===== config.mk =====
export PLATFORM = sky130hd
export DESIGN_NAME = imem_loader
export DESIGN_NICKNAME = d
export VERILOG_FILES = /design/src/rtl/imem_loader_pkg.sv /design/src/rtl/imem_byte_assembler.sv /design/src/rtl/imem_loader.sv
export SDC_FILE = /design/constraint.sdc
export NUM_CORES = 1
export LEC_CHECK = 0
export CORE_UTILIZATION = 30
export DETAILED_ROUTE_END_ITERATION = 12
export GPL_TIMING_DRIVEN = 1
export PLACE_DENSITY = 0.59
export SLEW_MARGIN = 10
export SYNTH_ARGS = -nofsm -noshare
export SYNTH_HDL_FRONTEND = slang
export SYNTH_SLANG_ARGS = --single-unit

===== constraint.sdc =====
create_clock -name clk -period 2.08 [get_ports clk]
set_input_delay 0.416 -clock clk [delete_from_list [all_inputs] [get_ports clk]]
set_output_delay 0.416 -clock clk [all_outputs]
set_load 0.005 [all_outputs]

===== src/rtl/imem_loader_pkg.sv =====
// imem_loader_pkg: shared widths, FSM state encoding and state-decode helpers for the instruction-memory loader
package imem_loader_pkg;
  localparam int COL         = 16;
  localparam int BITS_SIZE_I = 8;
  localparam int ROW_I       = 1 << BITS_SIZE_I;
  localparam int BYTE_W      = 8;
  typedef enum logic [3:0] {
    S_IDLE   = 4'd0,
    S_LEN_HI = 4'd1,
    S_LEN_LO = 4'd2,
    S_DAT_HI = 4'd3,
    S_DAT_LO = 4'd4,
    S_WR     = 4'd5,
    S_RUN    = 4'd6,
    S_ERR    = 4'd7,
    S_CK_HI  = 4'd8,
    S_CK_LO  = 4'd9
  } state_t;
  function automatic logic rx_state(input state_t s);
    return s inside {S_LEN_HI, S_LEN_LO, S_DAT_HI, S_DAT_LO, S_CK_HI, S_CK_LO};
  endfunction
  function automatic logic hi_state(input state_t s);
    return s inside {S_LEN_HI, S_DAT_HI, S_CK_HI};
  endfunction
  function automatic logic busy_state(input state_t s);
    return rx_state(s) || s == S_WR;
  endfunction
endpackage


===== src/rtl/imem_byte_assembler.sv =====
// imem_byte_assembler: pairs a high and low stream byte into a 16-bit word with a one-cycle word_valid pulse
module imem_byte_assembler
  import imem_loader_pkg::*;
(
  input  logic              clk,
  input  logic              rst_n,
  input  logic              hi_en,
  input  logic              lo_en,
  input  logic [BYTE_W-1:0] rx_byte,
  output logic [COL-1:0]    word,
  output logic [COL-1:0]    peek,
  output logic              word_valid
);
  logic [BYTE_W-1:0] hi_q;
  // peek lets the FSM judge a length/checksum field in the same cycle its low byte arrives
  assign peek = {hi_q, rx_byte};
  // latch the high byte, then the full word when its low byte transfers
  always_ff @(posedge clk or negedge rst_n)
    if (!rst_n) begin
      hi_q       <= '0;
      word       <= '0;
      word_valid <= 1'b0;
    end else begin
      if (hi_en) hi_q <= rx_byte;
      if (lo_en) word <= {hi_q, rx_byte};
      word_valid <= lo_en;
    end
endmodule


===== src/rtl/imem_loader.sv =====
// imem_loader: boot loader and address-port arbiter for the 16-bit instruction memory; IMEM_LOADER_CHECKSUM_EN adds a trailing 16-bit checksum check
module imem_loader
  import imem_loader_pkg::*;
#(
  parameter int ADDR_W = BITS_SIZE_I,
  parameter int DATA_W = COL
) (
  input  logic              clk,
  input  logic              rst_n,
  input  logic              start,
  input  logic [BYTE_W-1:0] rx_data,
  input  logic              rx_valid,
  output logic              rx_ready,
  input  logic [COL-1:0]    cpu_pc,
  output logic [ADDR_W-1:0] mem_addr,
  output logic [DATA_W-1:0] mem_wdata,
  output logic              mem_we,
  output logic              cpu_run,
  output logic              busy,
  output logic              err
);
  localparam logic [16:0] DEPTH = 17'(1) << ADDR_W;
`ifdef IMEM_LOADER_CHECKSUM_EN
  localparam state_t S_DONE = S_CK_HI;
`else
  localparam state_t S_DONE = S_RUN;
`endif
  state_t          state, nx;
  logic [15:0]     n;
  logic [ADDR_W:0] cnt;
  logic [16:0]     cnt_nx;
  logic [COL-1:0]  word, peek;
  logic            word_valid, xfer, last, unused_pc;
`ifdef IMEM_LOADER_CHECKSUM_EN
  logic [15:0]     sum;
`endif
  imem_byte_assembler u_asm (
    .clk        (clk),
    .rst_n      (rst_n),
    .hi_en      (xfer && hi_state(state)),
    .lo_en      (xfer && state == S_DAT_LO),
    .rx_byte    (rx_data),
    .word       (word),
    .peek       (peek),
    .word_valid (word_valid)
  );
  assign rx_ready  = rx_state(state);
  assign busy      = busy_state(state);
  assign cpu_run   = state == S_RUN;
  assign err       = state == S_ERR;
  assign mem_we    = state == S_WR;
  assign mem_wdata = word;
  assign mem_addr  = cpu_run ? cpu_pc[ADDR_W-1:0] : cnt[ADDR_W-1:0];
  assign xfer      = rx_valid && rx_ready;
  assign cnt_nx    = 17'(cnt) + 17'd1;
  assign last      = cnt_nx == {1'b0, n};
  assign unused_pc = &{1'b0, cpu_pc};
  // state register
  always_ff @(posedge clk or negedge rst_n)
    if (!rst_n) state <= S_IDLE;
    else state <= nx;
  // next state: restart only from IDLE/RUN/ERR, byte states advance on a transfer
  always_comb begin
    nx = state;
    case (state)
      S_IDLE, S_RUN, S_ERR: nx = start ? S_LEN_HI : state;
      S_LEN_HI: nx = xfer ? S_LEN_LO : state;
      S_LEN_LO: nx = !xfer ? state : peek == '0 ? S_DONE : {1'b0, peek} > DEPTH ? S_ERR : S_DAT_HI;
      S_DAT_HI: nx = xfer ? S_DAT_LO : state;
      S_DAT_LO: nx = xfer ? S_WR : state;
      S_WR:     nx = last ? S_DONE : S_DAT_HI;
`ifdef IMEM_LOADER_CHECKSUM_EN
      S_CK_HI:  nx = xfer ? S_CK_LO : state;
      S_CK_LO:  nx = !xfer ? state : peek == sum ? S_RUN : S_ERR;
`endif
      default:  nx = S_IDLE;
    endcase
  end
  // word count capture and write-address counter, stepped by each assembled word
  always_ff @(posedge clk or negedge rst_n)
    if (!rst_n) begin
      n   <= '0;
      cnt <= '0;
    end else begin
      if (start && !busy) cnt <= '0;
      if (xfer && state == S_LEN_LO) begin
        n   <= peek;
        cnt <= '0;
      end
      if (word_valid) cnt <= cnt + 1'b1;
    end
`ifdef IMEM_LOADER_CHECKSUM_EN
  // running mod-2^16 sum of every word written during this load
  always_ff @(posedge clk or negedge rst_n)
    if (!rst_n) sum <= '0;
    else if (xfer && state == S_LEN_LO) sum <= '0;
    else if (word_valid) sum <= sum + word;
`endif
endmodule


==> key figures, run 1 <==
Routing
  – Metal3 WL: 306 um
  – Starting DRT DRC Count: 67
  – Via/cell ratio: 4.83
  – Post-DRT Antenna Nets: 0
  – Routed met1 length: 2820 um
  – DRT Pass-1 Iters: 4
  – Metal2 WL: 2730 um
  – DRC: 0
  – DRT Wirelength: 5880 um
  – WL per Instance: 13.9 um
  – Via count: 2,045
  – DR top layer: met4

Setup path
  – CP Launch Type: register
  – Reg2reg start: cnt[0]$_DFFE_PN0P_
  – CP max FO: 5
  – CP Data Required Time: 1.66 ns
  – Worst reg2reg setup slack: 0.11 ns
  – Critical Path Start: state[2]$_DFFE_PN0P_
  – R2r endpoint: state[0]$_DFFE_PN0P_
  – Worst Reg-to-Reg Cells: 6
  – Setup CP Type: register to output pin
  – CP arrival: 1.58 ns
  – Crit path capture type: output pin

Global route
  – Vias in the first global route: 2,003
  – First-pass GRT wire length: 9940 um
  – Total GRT Usage: 14.2%
  – Gr ovfl total: 0
  – Largest net degree at the start of global routing: 54
  – Initial antenna violation count: 0

Power
  – P_leak: 1.58 nW
  – Switch Pwr: 0.00151 W
  – Design Power: 0.00456 W
  – Clk pwr share: 14.2%
  – Gate power share: 45.5%
  – Switching Share: 33.1%
  – Pwr per Cell Area: 1240 nW/um^2
  – Cell-internal power: 0.00305 W
  – Maximum VDD drop: 0.000589 V
  – Sequential Power Share: 40.3%

Synthesis
  – Synthesized area per cell: 11.3 um^2
  – Synthesis-stage register bit count: 53
  – Post-Syn Area: 2640 um^2
  – Async S/R FF share, synth: 100%
  – Largest family of logic cells by synthesized area: multiplexers
  – Cells after Synth: 235
  – Ys Warns: 0
  – Distinct cell type count after synthesis: 37
  – Simple-Gate Fraction of Synth Area: 14.3%
  – Synth Area in XOR/XNOR: 6.34%
  – Register area share after synthesis: 50.2%
  – Syn_nets: 264
  – EDFF count, synth: 0
  – Post-synthesis mux area share: 19.0%
  – Ys flop type: dfrtp_1
  – Post-synthesis compound-gate area fraction: 6.29%
  – Post-Synth Adder-Cell Area: 0.473%

Clocking
  – Hold buffers post-CTS: 0
  – Clk buf depth: 2
  – CTS root buffer: clkbuf_8
  – H-tree levels: 2
  – Clock-pin slew on the worst setup and hold paths: 0.11 ns
  – Sinks on Clock Net: 53
  – Clock insertion delay at the later pin of the skew report: 0.31 ns
  – CTS tree: done
  – CTS buffer count: 5

Final layout
  – Fillers: 797
  – Ant diodes: 0
  – Layout cell share with drive strength beyond 1: 33.3%
  – Net count, final: 346
  – Area occupied by multi-input gates: 1280 um^2
  – FF+latch area: 1330 um^2
  – Area grow syn2layout: 38.5%
  – Final Util: 43.7%

Placement
  – Pre-CTS WS: -0.118 ns
  – RD Place Congestion: 0.734
  – IO Port Bufs: 48
  – Detailed Place HPWL: 4150 um

Timing
  – Skew final: 0.00974 ns
  – Slew Viols, Final: 0
  – Minimum clock period: 2.00 ns
  – Tcrit/Tclk final: 96.1%
  – Endpoints failing hold: 0
  – RSZ-0062 raised after global routing: yes
  – Worst-Margin Slew: 0.437 ns
  – Setup tns final: 0 ns
  – Slew headroom: 70.6%
  – Final WS setup: 0.0809 ns
  – Maximum achievable frequency: 500 MHz
  – Setup violations, final: 0

Floorplan
  – DIE HEIGHT: 95.9 um
  – Core Rows: 33
  – Die footprint: 9190 um^2
  – Total core area: 8380 um^2
  – Io pins: 57
  – Die width: 95.9 um
  – Initial Util: 31.5%

Worst hold path
  – Hold Path Class: primary input to asynchronous set/reset pin

Job
  – Max-cap violation count: 0

Outcome
  – Run status: completed
-- sequential cells by signal, indices dropped and copies added, names as in the netlist --
signal / cells
cnt: 9
n: 16
state: 3
u_asm.hi_q: 8
u_asm.word: 16
u_asm.word_valid: 1
-- per-stage QoR --
step                hold slack [ns]  std cells  cell area (um^2)
floorplan                     0.120        235              2640
global placement              0.431        403              3400
detailed placement            0.434        403              3400
CTS                          0.0879        416              3580
global route                 0.0894        423              3660
finish                       0.0754        423              3660
-- Yosys cell counts, types with 2 or more instances --
cell | count | area share [%]
a21oi_1 | 5 | 0.95
a22o_1 | 2 | 0.66
and3_1 | 3 | 0.71
buf_2 | 3 | 0.57
buf_4 | 2 | 0.57
buf_6 | 3 | 1.3
clkbuf_1 | 2 | 0.28
dfrtp_1 | 53 | 50
inv_1 | 3 | 0.43
mux2_2 | 41 | 17
mux2i_1 | 4 | 1.5
nand2_1 | 36 | 5.1
nand3_1 | 11 | 2.1
nand4_1 | 4 | 0.95
nor2_1 | 8 | 1.1
nor2b_1 | 4 | 0.95
nor3_1 | 2 | 0.38
nor4_1 | 6 | 1.4
o21ai_0 | 11 | 2.1
xnor2_1 | 12 | 4.0
xor2_1 | 4 | 1.3
-- cells by family after synthesis --
kind of cell / Yosys count
AND/OR/NAND/NOR: 79
multiplexers: 45
buffers and inverters: 15
AO/OA/AOI/OAI: 25
adder cells (fa/ha/maj): 1
XOR/XNOR: 17
flip-flops: 53
-- layout by cell type (no fill, tap or decap), types with 4 or more instances in the layout --
cell type,n
o21ai_0,11
buf_4,32
nand4_1,4
nand2_1,36
dfrtp_1,49
dlygate4sd2_1,7
xnor2_1,11
nand3_1,10
nor4_1,6
a21oi_1,5
xor2_1,4
dfrtp_2,4
nor2_1,6
mux2i_1,4
clkdlybuf4s50_1,36
mux2_2,41
clkbuf_8,6
nor2b_1,4
-- worst max-delay path, stage by stage (launching register included) --
cell	delay, ns
dfrtp_2	0.42
buf_4	0.12
inv_2	0.06
nor3_4	0.14
clkdlybuf4s50_1	0.53
-- timing repair --
action / in CTS / in global routing
setup buffers: 5 / 7
setup endpoints to repair: 11 / 6
gates cloned: 0 / 0
resized for setup: 24 / 8
pin swaps: 1 / 5
-- per-layer routing --
layer / global-route usage [%] / vias to the layer above
met4: 3.23 / 0
li1: - / 996
met1: 19.1 / 992
met2: 22.9 / 55
met5: 0 / -
met3: 3.79 / 2
-- worst max-delay path by stage --
stage / depth (start not counted) / slack [ns] / to
4_1_cts: 5 / -0.02 / busy
5_1_grt: 8 / -0.01 / state[0]$_DFFE_PN0P_
2_1_floorplan: 7 / 0.18 / state[0]$_DFFE_PN0P_
3_5_place_dp: 6 / -0.12 / state[0]$_DFFE_PN0P_
6_report: 4 / 0.08 / mem_we
3_3_place_gp: 6 / -0.03 / state[0]$_DFFE_PN0P_
-- power by group through the flow --
stage | Combinational (W) | Clock [W] | Sequential, W
after floorplan | 0.00108 | 0 | 0.00173
after global placement | 0.00185 | 0 | 0.00183
after detailed placement | 0.00188 | 0 | 0.00184
after CTS | 0.00198 | 0.000661 | 0.00185
after global routing | 0.00228 | 0.000709 | 0.00191
final | 0.00207 | 0.000646 | 0.00184
-- cell type report --
class,instances,share of cell area [%]
Inverter,5,0.649
Sequential cell,53,36.4
Tap cell,105,3.59
Multi-Input combinational cell,167,35.0
Clock inverter,2,0.478
Timing Repair Buffer,85,21.7
Clock buffer,6,2.25
Note: power is estimated with default switching activity, not from simulation.
==> run 2, diff against run 1 <==
- CORE_UTILIZATION: 30 -> 51
- PLACE_DENSITY: 0.59 -> 0.87
- SETUP_SLACK_MARGIN: unset -> 0.05
- SKIP_LAST_GASP: unset -> 1
==> key figures, run 2 (same netlist as run 1, synthesis figures left out) <==
Placement
  – Placed Area: 3300 um^2 (-3.1%)
  – IO Port Bufs: 48 (unchanged)
  – RD Place Congestion: 0.869 (+18%)
  – Dpl cells: 359 (-11%)
  – Detailed Place HPWL: 4130 um (-0.58%)

Global route
  – Initial antenna violation count: 0 (unchanged)
  – Met1 Use GR: 31.9% (+13 points)
  – Gr ovfl total: 0 (unchanged)
  – Met3 global-route usage: 4.34% (+0.54 points)
  – GR Layer Usage met2: 41.9% (+19 points)
  – First-pass GRT wire length: 9920 um (-0.14%)
  – Vias in the first global route: 2,021 (+0.90%)
  – Largest net degree at the start of global routing: 54 (unchanged)
  – Busiest metal layer after global routing: met2
  – Total GRT Usage: 24.5% (+10 points)

Clocking
  – Clock-pin slew on the worst setup and hold paths: 0.10 ns (about the same)
  – CTS buffer count: 5 (unchanged)
  – Clock insertion delay at the later pin of the skew report: 0.31 ns (about the same)
  – H-tree levels: 2 (unchanged)
  – Hold buffers post-CTS: 0 (unchanged)
  – Sinks on Clock Net: 53 (unchanged)
  – CTS root buffer: clkbuf_8
  – Clk buf depth: 2 (unchanged)
  – CTS tree: done

Setup path
  – Reg2reg start: cnt[0]$_DFFE_PN0P_
  – CP arrival: 1.67 ns (+0.09 ns)
  – CP Data Required Time: 1.66 ns (about the same)
  – Crit path capture type: output pin
  – Worst Reg-to-Reg Cells: 6 (unchanged)
  – Worst reg2reg setup slack: 0.10 ns (about the same)
  – CP max FO: 3 (-2)
  – R2r endpoint: state[0]$_DFFE_PN0P_
  – CP Launch Type: register
  – Setup CP Type: register to output pin

Final layout
  – Net count, final: 339 (-2.0%)
  – Most common cell after layout, fill and taps aside: dfrtp_1
  – Fillers: 323 (-59%)
  – Layout cell share with drive strength beyond 1: 32.2% (-1.2 points)
  – Biggest regs: n: 16 flops, u_asm.word: 16 flops, cnt: 9 flops
  – Commonest non-fill, non-tap cells in the layout: dfrtp_1, mux2_2, clkdlybuf4s50_1, nand2_1, buf_4
  – Final Cell Area: 3590 um^2 (-1.9%)
  – Final Non-Filler Cells: 378 (-11%)
  – Area grow syn2layout: 35.9%
  – Ant diodes: 0 (unchanged)

Routing
  – DRC: 0 (unchanged)
  – DRT Pass-1 Iters: 4 (unchanged)
  – WL per Instance: 16.3 um (+17%)
  – DRT Wirelength: 6170 um (+4.9%)
  – Starting DRT DRC Count: 166 (+150%)
  – Post-DRT Antenna Nets: 0 (unchanged)
  – Via/cell ratio: 5.52 (+14%)
  – Via count: 2,085 (+2.0%)

Floorplan
  – Initial Util: 54.5% (+23 points)
  – Die width: 74 um (-23%)
  – Core Rows: 25 (-24%)
  – Io pins: 57 (unchanged)
  – DIE HEIGHT: 74 um (-23%)
  – Die footprint: 5480 um^2 (-40%)
  – Total core area: 4850 um^2 (-42%)

Timing
  – Final WS setup: -0.00806 ns (-0.0890 ns)
  – Setup tns final: -0.00806 ns (-0.00806 ns)
  – Minimum clock period: 2.09 ns (+0.0890 ns)
  – Setup violations, final: 1 (+1)
  – Slew Viols, Final: 0 (unchanged)
  – Slew headroom: 54.9% (-16 points)
  – Maximum achievable frequency: 479 MHz (-4.3%)
  – RSZ-0062 raised after global routing: yes
  – Tcrit/Tclk final: 100% (+4.3 points)
  – Endpoints failing hold: 0 (unchanged)
  – Skew final: 0.00792 ns (-0.00182 ns)
  – Worst-Margin Slew: 0.677 ns (+0.240 ns)

Outcome
  – Failing checks: negative setup slack
  – Run status: finished, violations left

Power
  – Maximum VDD drop: 0.000879 V (+49%)
  – P_leak: 1.66 nW (+5.0%)
  – Design Power: 0.00463 W (+1.7%)
  – Pwr per Cell Area: 1290 nW/um^2 (+3.7%)

Job
  – Max-cap violation count: 0 (unchanged)

Worst hold path
  – Hold Path Class: primary input to asynchronous set/reset pin
[run 2: cell count changes in the layout (fill, tap and decap cells not counted), moves of 2 or more]
cell,change
clkdlybuf4s50_1,+2
inv_4,+2
buf_4,-6
clkdlybuf4s15_1,-2
dlymetal6s2s_1,+7
clkinv_4,-2
dlygate4sd2_1,-7
[run 2: timing repair]
item                       CTS  global route
cloned                       1             0
resized for setup            8            21
buffers inserted             5             5
setup endpoints to repair   13            13
pin swaps                    2             4
[run 2: layout make-up]
| class | count | area (um^2) | share of cell area [%] |
|---|---|---|---|
| inverters | 5 | 22.5 | 0.627 |
| repair inverters | 1 | 6.26 | 0.174 |
| flip-flops and latches | 53 | 1330 | 37.0 |
| well taps | 67 | 83.8 | 2.33 |
| multi-input cells | 167 | 1290 | 35.8 |
| clock inverters | 2 | 37.5 | 1.04 |
| repair buffers | 77 | 744 | 20.7 |
| clock buffers | 6 | 82.6 | 2.30 |
[run 2: worst max path at each step]
| stage | to | start | slack, ns |
|---|---|---|---|
| floorplan | state[0]$_DFFE_PN0P_ | cnt[0]$_DFFE_PN0P_ | 0.18 |
| global placement | state[0]$_DFFE_PN0P_ | rx_data[7] | 0.008 |
| detailed placement | state[0]$_DFFE_PN0P_ | rx_data[1] | -0.05 |
| CTS | mem_addr[6] | state[0]$_DFFE_PN0P_ | -0.03 |
| global route | busy | state[1]$_DFFE_PN0P_ | -0.11 |
| finish | busy | state[0]$_DFFE_PN0P_ | -0.008 |
[run 2: per-layer routing]
metal  share of wire, %  wire [um]
met4                2.1        128
met1                 43       2640
met2                 51       3130
met5                  0          0
met3                4.4        270
[run 2: worst max-delay path: stages (launching register included)]
cell and delay, ns:
dfrtp_2 0.46, nor2_4 0.13, xnor2_1 0.14, nor2_1 0.08
inv_1 0.06, clkdlybuf4s50_1 0.50
[run 2: power breakdown]
group          internal [W]  leakage (nW)  switching [W]
clock network      0.000392        0.0574       0.000347
registers           0.00147         0.656       0.000382
logic               0.00126         0.950       0.000783
total               0.00312          1.66        0.00151
[run 2: through the flow]
stage | setup slack (ns) | hold WS, ns | utilization, %
2_1_floorplan | 0.179 | 0.120 | -
6_report | -0.00806 | 0.204 | 74.1
3_3_place_gp | 0.00758 | 0.492 | 68.1
5_1_grt | -0.109 | 0.267 | 74.1
3_5_place_dp | -0.0537 | 0.495 | 68.1
4_1_cts | -0.0260 | 0.231 | 71.8
